$ cat src/rtl/serial_frame_tx.sv
// Serial frame transmitter: preamble, port/length header, LSB-first payload.
// Registered outputs; frames may run back-to-back with no gap bit.
module serial_frame_tx #(
  parameter int               PRE_W  = 4,
  parameter logic [PRE_W-1:0] PRE    = 4'b1101,
  parameter int               LEN_W  = 4,
  parameter int               DATA_W = 16
) (
  input  logic              clk,
  input  logic              rst,
  input  logic              start,
  input  logic [1:0]        port,
  input  logic [LEN_W-1:0]  len,
  input  logic [DATA_W-1:0] data_in,
  output logic              ser_out,
  output logic              ser_valid,
  output logic              busy,
  output logic              done
);

  localparam int HDR_W = LEN_W + 2;
  localparam int PAY_M = (1 << LEN_W) - 1;
  localparam int M1    = (PRE_W > HDR_W) ? PRE_W : HDR_W;
  localparam int MAXC  = (M1 > PAY_M) ? M1 : PAY_M;
  localparam int CNT_W = $clog2(MAXC + 1);

  typedef enum logic [2:0] {
    IDLE = 3'd0,
    PRE_S = 3'd1,
    HDR = 3'd2,
    PAY = 3'd3,
    DONE = 3'd4
  } state_t;

  state_t             state_q;
  logic [CNT_W-1:0]   cnt_q;
  logic [PRE_W-1:0]   pre_q;
  logic [HDR_W-1:0]   hdr_q;
  logic [LEN_W-1:0]   len_q;
  logic [DATA_W-1:0]  data_q;
  logic               ser_out_q;
  logic               ser_valid_q;
  logic               busy_q;
  logic               done_q;

  assign ser_out   = ser_out_q;
  assign ser_valid = ser_valid_q;
  assign busy      = busy_q;
  assign done      = done_q;

  // Outputs are computed one edge early so each bit lands registered
  always_ff @(posedge clk or posedge rst) begin
    if (rst) begin
      state_q     <= IDLE;
      cnt_q       <= '0;
      pre_q       <= '0;
      hdr_q       <= '0;
      len_q       <= '0;
      data_q      <= '0;
      ser_out_q   <= 1'b0;
      ser_valid_q <= 1'b0;
      busy_q      <= 1'b0;
      done_q      <= 1'b0;
    end else begin
      case (state_q)
        IDLE, DONE: begin
          done_q <= 1'b0;
          if (start) begin
            state_q     <= PRE_S;
            cnt_q       <= CNT_W'(PRE_W - 1);
            pre_q       <= PRE << 1;
            hdr_q       <= {port, len};
            len_q       <= len;
            data_q      <= data_in;
            ser_out_q   <= PRE[PRE_W-1];
            ser_valid_q <= 1'b1;
            busy_q      <= 1'b1;
          end else begin
            state_q     <= IDLE;
            ser_out_q   <= 1'b0;
            ser_valid_q <= 1'b0;
            busy_q      <= 1'b0;
          end
        end
        PRE_S: begin
          if (cnt_q == '0) begin
            state_q   <= HDR;
            cnt_q     <= CNT_W'(HDR_W - 1);
            ser_out_q <= hdr_q[HDR_W-1];
            hdr_q     <= {hdr_q[HDR_W-2:0], 1'b0};
          end else begin
            cnt_q     <= cnt_q - 1'b1;
            ser_out_q <= pre_q[PRE_W-1];
            pre_q     <= pre_q << 1;
          end
        end
        HDR: begin
          if (cnt_q != '0) begin
            cnt_q     <= cnt_q - 1'b1;
            ser_out_q <= hdr_q[HDR_W-1];
            hdr_q     <= {hdr_q[HDR_W-2:0], 1'b0};
          end else if (len_q == '0) begin
            state_q     <= DONE;
            ser_out_q   <= 1'b0;
            ser_valid_q <= 1'b0;
            busy_q      <= 1'b0;
            done_q      <= 1'b1;
          end else begin
            state_q   <= PAY;
            cnt_q     <= CNT_W'(len_q) - 1'b1;
            ser_out_q <= data_q[0];
            data_q    <= data_q >> 1;
          end
        end
        PAY: begin
          if (cnt_q == '0) begin
            state_q     <= DONE;
            ser_out_q   <= 1'b0;
            ser_valid_q <= 1'b0;
            busy_q      <= 1'b0;
            done_q      <= 1'b1;
          end else begin
            cnt_q     <= cnt_q - 1'b1;
            ser_out_q <= data_q[0];
            data_q    <= data_q >> 1;
          end
        end
        default: begin
          state_q     <= IDLE;
          cnt_q       <= '0;
          ser_out_q   <= 1'b0;
          ser_valid_q <= 1'b0;
          busy_q      <= 1'b0;
          done_q      <= 1'b0;
        end
      endcase
    end
  end

endmodule

$ cat config.mk
export PLATFORM = sky130hd
export DESIGN_NAME = serial_frame_tx
export DESIGN_NICKNAME = d
export VERILOG_FILES = /design/src/rtl/serial_frame_tx.sv
export SDC_FILE = /design/constraint.sdc
export NUM_CORES = 1
export LEC_CHECK = 0
export CAP_MARGIN = 10
export CORE_UTILIZATION = 54
export CTS_CLUSTER_DIAMETER = 50
export DETAILED_ROUTE_END_ITERATION = 12
export PLACE_DENSITY = 0.77
export SLEW_MARGIN = 40
export SYNTH_ARGS = -nofsm -noshare
export SYNTH_HDL_FRONTEND = slang
export SYNTH_SLANG_ARGS = --single-unit
$ cat constraint.sdc
create_clock -name clk -period 2.7 [get_ports clk]
set_input_delay 0.54 -clock clk [delete_from_list [all_inputs] [get_ports clk]]
set_output_delay 0.54 -clock clk [all_outputs]
set_load 0.05 [all_outputs]
==> results by group, run 1 <==
Clock tree
  • CTS clk-pin slew, worst paths: around 0.080 ns
  • Post-cts sizing count: 0
  • CTS tree: yes
  • CTS Hold Bufs: 0
  • H-tree levels: 2
  • Clk_lat worst skew: between 0.2 and 0.3 ns
  • Post-CTS Setup Inserts: 0
  • Clock tree sinks: 39
  • CTS Buf Count: 5
  • Root buf cell: clkbuf_8
  • CTS Buffer Depth: 2

STA
  • Final worst path period share: a little over four fifths
  • Final Max Slew Viols: 0
  • RSZ-0062 raised after global routing: no
  • Max Clock Freq: about 0.44 GHz
  • Final Hold Viols: 0
  • Skew final: between 0.009 and 0.01 ns
  • Setup-failing EPs final: 0
  • Post-Route Setup TNS: 0 ns
  • Final min period: between 2 and 2.5 ns
  • Slew margin rel.: a little over three fifths
  • Slew @ Worst Pin: 0.557 ns

Power
  • Leak: approximately 0.0010 uW
  • PwrDens: 1300 nW/um2
  • Worst ir drop on vdd: approximately 0.60 mV

Final layout
  • Final std cells w/o fill: 263
  • Share of layout cells above drive strength 1: between 10% and 20%
  • # diodes: 0
  • Post-layout util: about two thirds
  • Layout area overhead: 19.5%
  • Final net count: around 240
  • Final instance area: about 2500 um2

Logic synthesis
  • YS warnings: 0
  • Post-Syn Area: ~2100 um2
  • Cell taking the most area after synthesis: dfrtp_1
  • Top-count cell post-synth: dfrtp_1
  • Register area share after synthesis: a little under half
  • Synth top cells by count: dfrtp_1 (39), o22ai_1 (16), nand2_1 (14)
  • Cells after Synth: between 150 and 200
  • Synth top area share: 47.1%
  • Synthesized Nets: between 200 and 250
  • Ys flop type: dfrtp_1
  • EDFF count, synth: 0
  • FF+latch count, synth: 39
  • Cell variety after synth: 51
  • Syn avg cell area: about 11 um2
  • Top cells by area, synth: dfrtp_1 (47%), a2bb2oi_2 (6.5%), mux2_2 (4.9%)
  • Async SR Flop Fraction: 100%

Placed design
  • Gpl congestion: 0.829
  • Port buffer count: 28
  • Post-place instance area: approximately 2400 um2
  • Placed Cells incl. Taps: ~260
  • Detail Placement HPWL: between 3000 and 4000 um

Die
  • Die height: 64.0 um
  • Num ports: 29
  • Initial Util: a little under three fifths
  • Core area: between 3000 and 4000 um2
  • Rows: 22
  • Die W: between 60 and 70 um
  • Die area: a little over 4000 um2

Critical path
  • CP cell instances: inv_1, ha_1, or3b_1, mux2i_2, o21ai_2, mux2_2
  • Slowest cell on crit path: or3b_1
  • Reg2reg start: cnt_q[0]
  • RR Endpoint: hdr_q[3]
  • Critical Path End: hdr_q[3]
  • Crit end category: register
  • CP required: ~2.9 ns
  • Reg2reg setup slack: just over 0.4 ns
  • Crit path launch type: register
  • CP max stage delay: 0.57 ns
  • WP depth: 6
  • Worst Setup SP: cnt_q[0]
  • R2R depth: 6
  • Bufs and invs on worst path: 1
  • Critical path class: register to register
  • Worst Path Max Fanout: 9
  • Arr. time, crit path: approximately 2.5 ns
  • Crit path max-delay family: multiplexers

Job
  • Number of max-cap violations: 0

Drt
  • WL/cell: ~16 um
  • Post-route DRC: 0
  • ANT nets after route: 0
  • Drt initial violations: 134
  • First drt pass iteration count: 4
  • Vias/cell: between 5 and 6
  • Via count: around 1600
  • Routed WL: roughly 4200 um

GRT
  • Antenna violations before repair: 0
  • First-pass GRT wire length: between 7000 and 8000 um
  • GR Util All Layers: 23.9%
  • Largest net degree at the start of global routing: 40
  • Number of global-route vias before repair: about 1600
  • Total gr overflow: 0

Min path
  • Hold Crit Class: register to register

Outcome
  • Outcome: complete, no violations
==> cell type report <==
type	count	area, um2
Fill cell	274	1180
Multi-Input combinational cell	123	986
Sequential cell	39	976
Timing Repair Buffer	34	325
Clock buffer	5	68.8
Tap cell	48	60.1
Inverter	11	41.3
Clock inverter	3	20.0
==> stage by stage <==
| step | total power [uW] | hold WS [ns] | setup slack, ns |
|---|---|---|---|
| 6_report | 3220 | 0.504 | 0.410 |
| 5_1_grt | 3470 | 0.531 | 0.260 |
| 4_1_cts | 3240 | 0.506 | 0.428 |
| 3_5_place_dp | 2840 | 0.485 | 0.429 |
| 3_3_place_gp | 2780 | 0.462 | 0.496 |
| 2_1_floorplan | 2490 | 0.452 | 0.702 |
==> power by group <==
part / internal, uW / leakage [uW] / switching, uW
clock: 180 / 0.0000402 / 206
combinational: 875 / 0.000532 / 857
sequential: 861 / 0.000462 / 245
==> metal layers <==
layer / part of all wire, % / vias up / global-route usage, %
met2: 49 / 41 / 37.0
li1: - / 751 / -
met3: 4.3 / 2 / 4.64
met5: 0 / - / 0
met4: 0.29 / 0 / 7.67
met1: 47 / 778 / 33.8
==> registers in the layout, indices dropped and copies added, names as in the netlist <==
| register | count |
|---|---|
| done | 1 |
| busy | 1 |
| hdr_q | 6 |
| state_q | 3 |
| data_q | 16 |
| pre_q | 3 |
| len_q | 4 |
| cnt_q | 4 |
| ser_out | 1 |
==> worst min-delay path by stage <==
stage,from,endpoint,slack (ns),depth (start not counted)
finish,pre_q[3],pre_q[3],0.50,2
global route,busy,busy,0.53,1
CTS,pre_q[3],pre_q[3],0.51,2
detailed placement,pre_q[3],pre_q[3],0.49,2
global placement,hdr_q[4],hdr_q[4],0.46,1
floorplan,hdr_q[4],hdr_q[4],0.45,1
==> layout by cell type (no fill, tap or decap), types with 2 or more instances in the layout <==
master,Yosys,routed
buf_4,2,6
clkbuf_8,0,5
clkdlybuf4s50_1,0,28
nand3_1,3,3
a21oi_1,3,3
xor2_1,2,2
mux2_2,9,9
ha_1,3,3
nor2_1,5,5
dfrtp_1,39,39
nor3_1,3,3
nand2_1,14,14
a2bb2oi_2,9,9
nor2b_1,2,2
o31a_1,2,2
clkinvlp_4,0,2
inv_1,11,11
nand2b_1,3,3
o21bai_1,2,2
a22o_1,4,4
o21ai_0,9,9
a22oi_1,2,2
nor3b_1,2,2
o22ai_1,16,16
a2bb2oi_1,5,5
==> tightest hold or removal path, cell delays in order, from the launching register on <==
cell	delay, ns
dfrtp_1	0.35
mux2i_1	0.07
nand2_1	0.06
==> kinds of logic (layout without fill, tap and decap cells) <==
kind of cell | count (synthesis) | after routing | synth area share [%]
xor gates and xnor gates | 3 | 3 | 1.27
adders and majority gates | 4 | 4 | 2.35
and+or+nand+nor | 37 | 37 | 9.60
DFF | 39 | 39 | 47.1
buffers and inverters | 23 | 53 | 5.37
AOI/OAI and AO/OA | 67 | 67 | 27.8
muxes | 12 | 12 | 6.58
(Power assumes the default switching activity.)
==> run 2: changes to the inputs <==
==> constraint.sdc (replaced) <==
create_clock -name clk -period 2.3 [get_ports clk]
set_input_delay 0.46 -clock clk [delete_from_list [all_inputs] [get_ports clk]]
set_output_delay 0.46 -clock clk [all_outputs]
set_load 0.05 [all_outputs]
==> results by group, run 2 (same netlist as run 1, synthesis figures left out) <==
Outcome
  • Outcome: complete, no violations

STA
  • Post-Route Setup TNS: 0 ns
  • Final worst path period share: 94.2%
  • Final Hold Viols: 0
  • Slew @ Worst Pin: 0.563 ns
  • Final Max Slew Viols: 0
  • Slew margin rel.: 62.4%
  • Setup-failing EPs final: 0
  • Setup ws final: about 0.13 ns
  • RSZ-0062 raised after global routing: no
  • Max Clock Freq: around 0.46 GHz
  • Skew final: about 0.0042 ns
  • Final min period: between 2 and 2.5 ns

GRT
  • GR Util All Layers: 25.2%
  • Largest net degree at the start of global routing: 40
  • First-pass GRT wire length: slightly below 8000 um
  • Number of global-route vias before repair: about 1700
  • Antenna violations before repair: 0
  • Total gr overflow: 0

Clock tree
  • CTS tree: yes
  • CTS clk-pin slew, worst paths: 0.08 ns
  • Post-CTS Setup Inserts: 0
  • CTS Buffer Depth: 2
  • Clock tree sinks: 39
  • Clk_lat worst skew: 0.29 ns
  • CTS Buf Count: 5
  • H-tree levels: 2
  • Root buf cell: clkbuf_8

Drt
  • Via count: ~1600
  • Post-route DRC: 0
  • First drt pass iteration count: 4
  • ANT nets after route: 0
  • Routed WL: 4470 um
  • WL/cell: 16.5 um
  • Drt initial violations: between 80 and 90
  • Vias/cell: ~6

Power
  • Sw Ratio: 38.2%
  • Seq pwr share: 30.6%
  • Leak: ~0.0011 uW
  • Comb pwr share: 53.0%
  • Switching Power: about 1600 uW
  • Clk pwr share: between 15 and 20%
  • P_int: approximately 2600 uW
  • PwrDens: around 1600 nW/um2
  • Worst ir drop on vdd: roughly 0.96 mV

Final layout
  • Fill cells: 280
  • Layout area overhead: 24.4%
  • Most frequent cells in the layout: dfrtp_1 (39), clkdlybuf4s50_1 (28), o22ai_1 (16)
  • Largest regs: data_q (16), hdr_q (6)
  • Final net count: about 250
  • Post-layout util: around 70%
  • Biggest register: data_q
  • Share of layout cells above drive strength 1: 22.5%
  • Most common cell after layout, fill and taps aside: dfrtp_1
  • Largest register FFs: 16
  • # diodes: 0

Job
  • Number of max-cap violations: 0

Placed design
  • Gpl congestion: ~0.87
  • Detail Placement HPWL: around 3200 um
  • Pre-CTS setup slack: 0.0920 ns
  • Port buffer count: 28

Die
  • Rows: 22
  • Num ports: 29
  • Die area: ~4100 um2
  • Core area: 3660 um2
  • Die height: between 60 and 70 um
  • Die W: roughly 64 um
  • Initial Util: between 50% and 60%

Critical path
  • Crit end category: register
  • Reg2reg start: cnt_q[0]
  • Worst Setup SP: cnt_q[0]
  • Arr. time, crit path: around 2.4 ns
  • R2R depth: 8
  • Reg2reg setup slack: ~0.13 ns
  • Worst Path Max Fanout: 9
  • Critical Path End: data_q[7]
  • Critical path class: register to register
  • CP required: 2.52 ns
  • Crit path launch type: register
  • RR Endpoint: data_q[7]

Min path
  • Hold Crit Class: register to register
==> run 2: changes by cell type in the layout (fill, tap and decap cells not counted) <==
cell	before	now
clkinvlp_4	2	1
or3b_1	1	0
clkinv_2	1	0
bufinv_16	0	2
or3b_4	0	1
buf_4	6	13
==> run 2: metal layers <==
layer / GRT usage, % / vias to the layer above / wire length, um
met5: 0 / - / 0
met4: 9.38 / 0 / 78
met3: 5.18 / 8 / 119
met2: 40.6 / 32 / 2160
met1: 33.5 / 770 / 2110
li1: - / 765 / -
==> run 2: worst min path at each step <==
stage | start | endpoint | depth (start not counted)
CTS | hdr_q[4] | hdr_q[4] | 1
global route | hdr_q[4] | hdr_q[4] | 1
global placement | hdr_q[4] | hdr_q[4] | 1
detailed placement | pre_q[3] | pre_q[3] | 2
floorplan | hdr_q[4] | hdr_q[4] | 1
finish | hdr_q[4] | hdr_q[4] | 1
==> run 2: final cells by class <==
cell class                 count  area, um2  share of cell area [%]
multi-input combinational    123        988                    38.3
clock inverter                 3       67.6                    2.62
timing repair buffer          41        378                    14.6
inverter                      11       41.3                    1.60
clock buffer                   5       68.8                    2.67
sequential                    39        976                    37.8
tap                           48       60.1                    2.33
==> run 2: per-stage QoR <==
stage / power [uW] / std cells / hold slack [ns] / cell area (um2)
floorplan: 2930 / 185 / 0.452 / 2070
global placement: 3360 / 262 / 0.470 / 2440
detailed placement: 3430 / 262 / 0.487 / 2440
CTS: 4140 / 270 / 0.505 / 2580
global route: 4420 / 270 / 0.516 / 2580
finish: 4140 / 270 / 0.498 / 2580
==> run 2: critical path, stage by stage, from the launching register on <==
cell and delay [ns]:
dfrtp_1 0.40, inv_1 0.09, ha_1 0.21, or3b_4 0.46, buf_4 0.17, a21oi_4 0.18, nand2_1 0.20, buf_4 0.25
a2bb2oi_2 0.13
==> run 2: what timing repair did <==
item | 4_1_cts | 5_1_grt
gates resized for setup | 0 | 1
hold buffers | 0 | 0
setup endpoints to repair | 0 | 14
==> run 2: power by group through the flow <==
| stage | sequential (uW) | combinational [uW] | clock [uW] |
|---|---|---|---|
| global placement | 1260 | 2110 | 0 |
| detailed placement | 1280 | 2160 | 0 |
| finish | 1270 | 2190 | 677 |
| global route | 1310 | 2400 | 714 |
| CTS | 1260 | 2190 | 687 |
| floorplan | 1270 | 1660 | 0 |
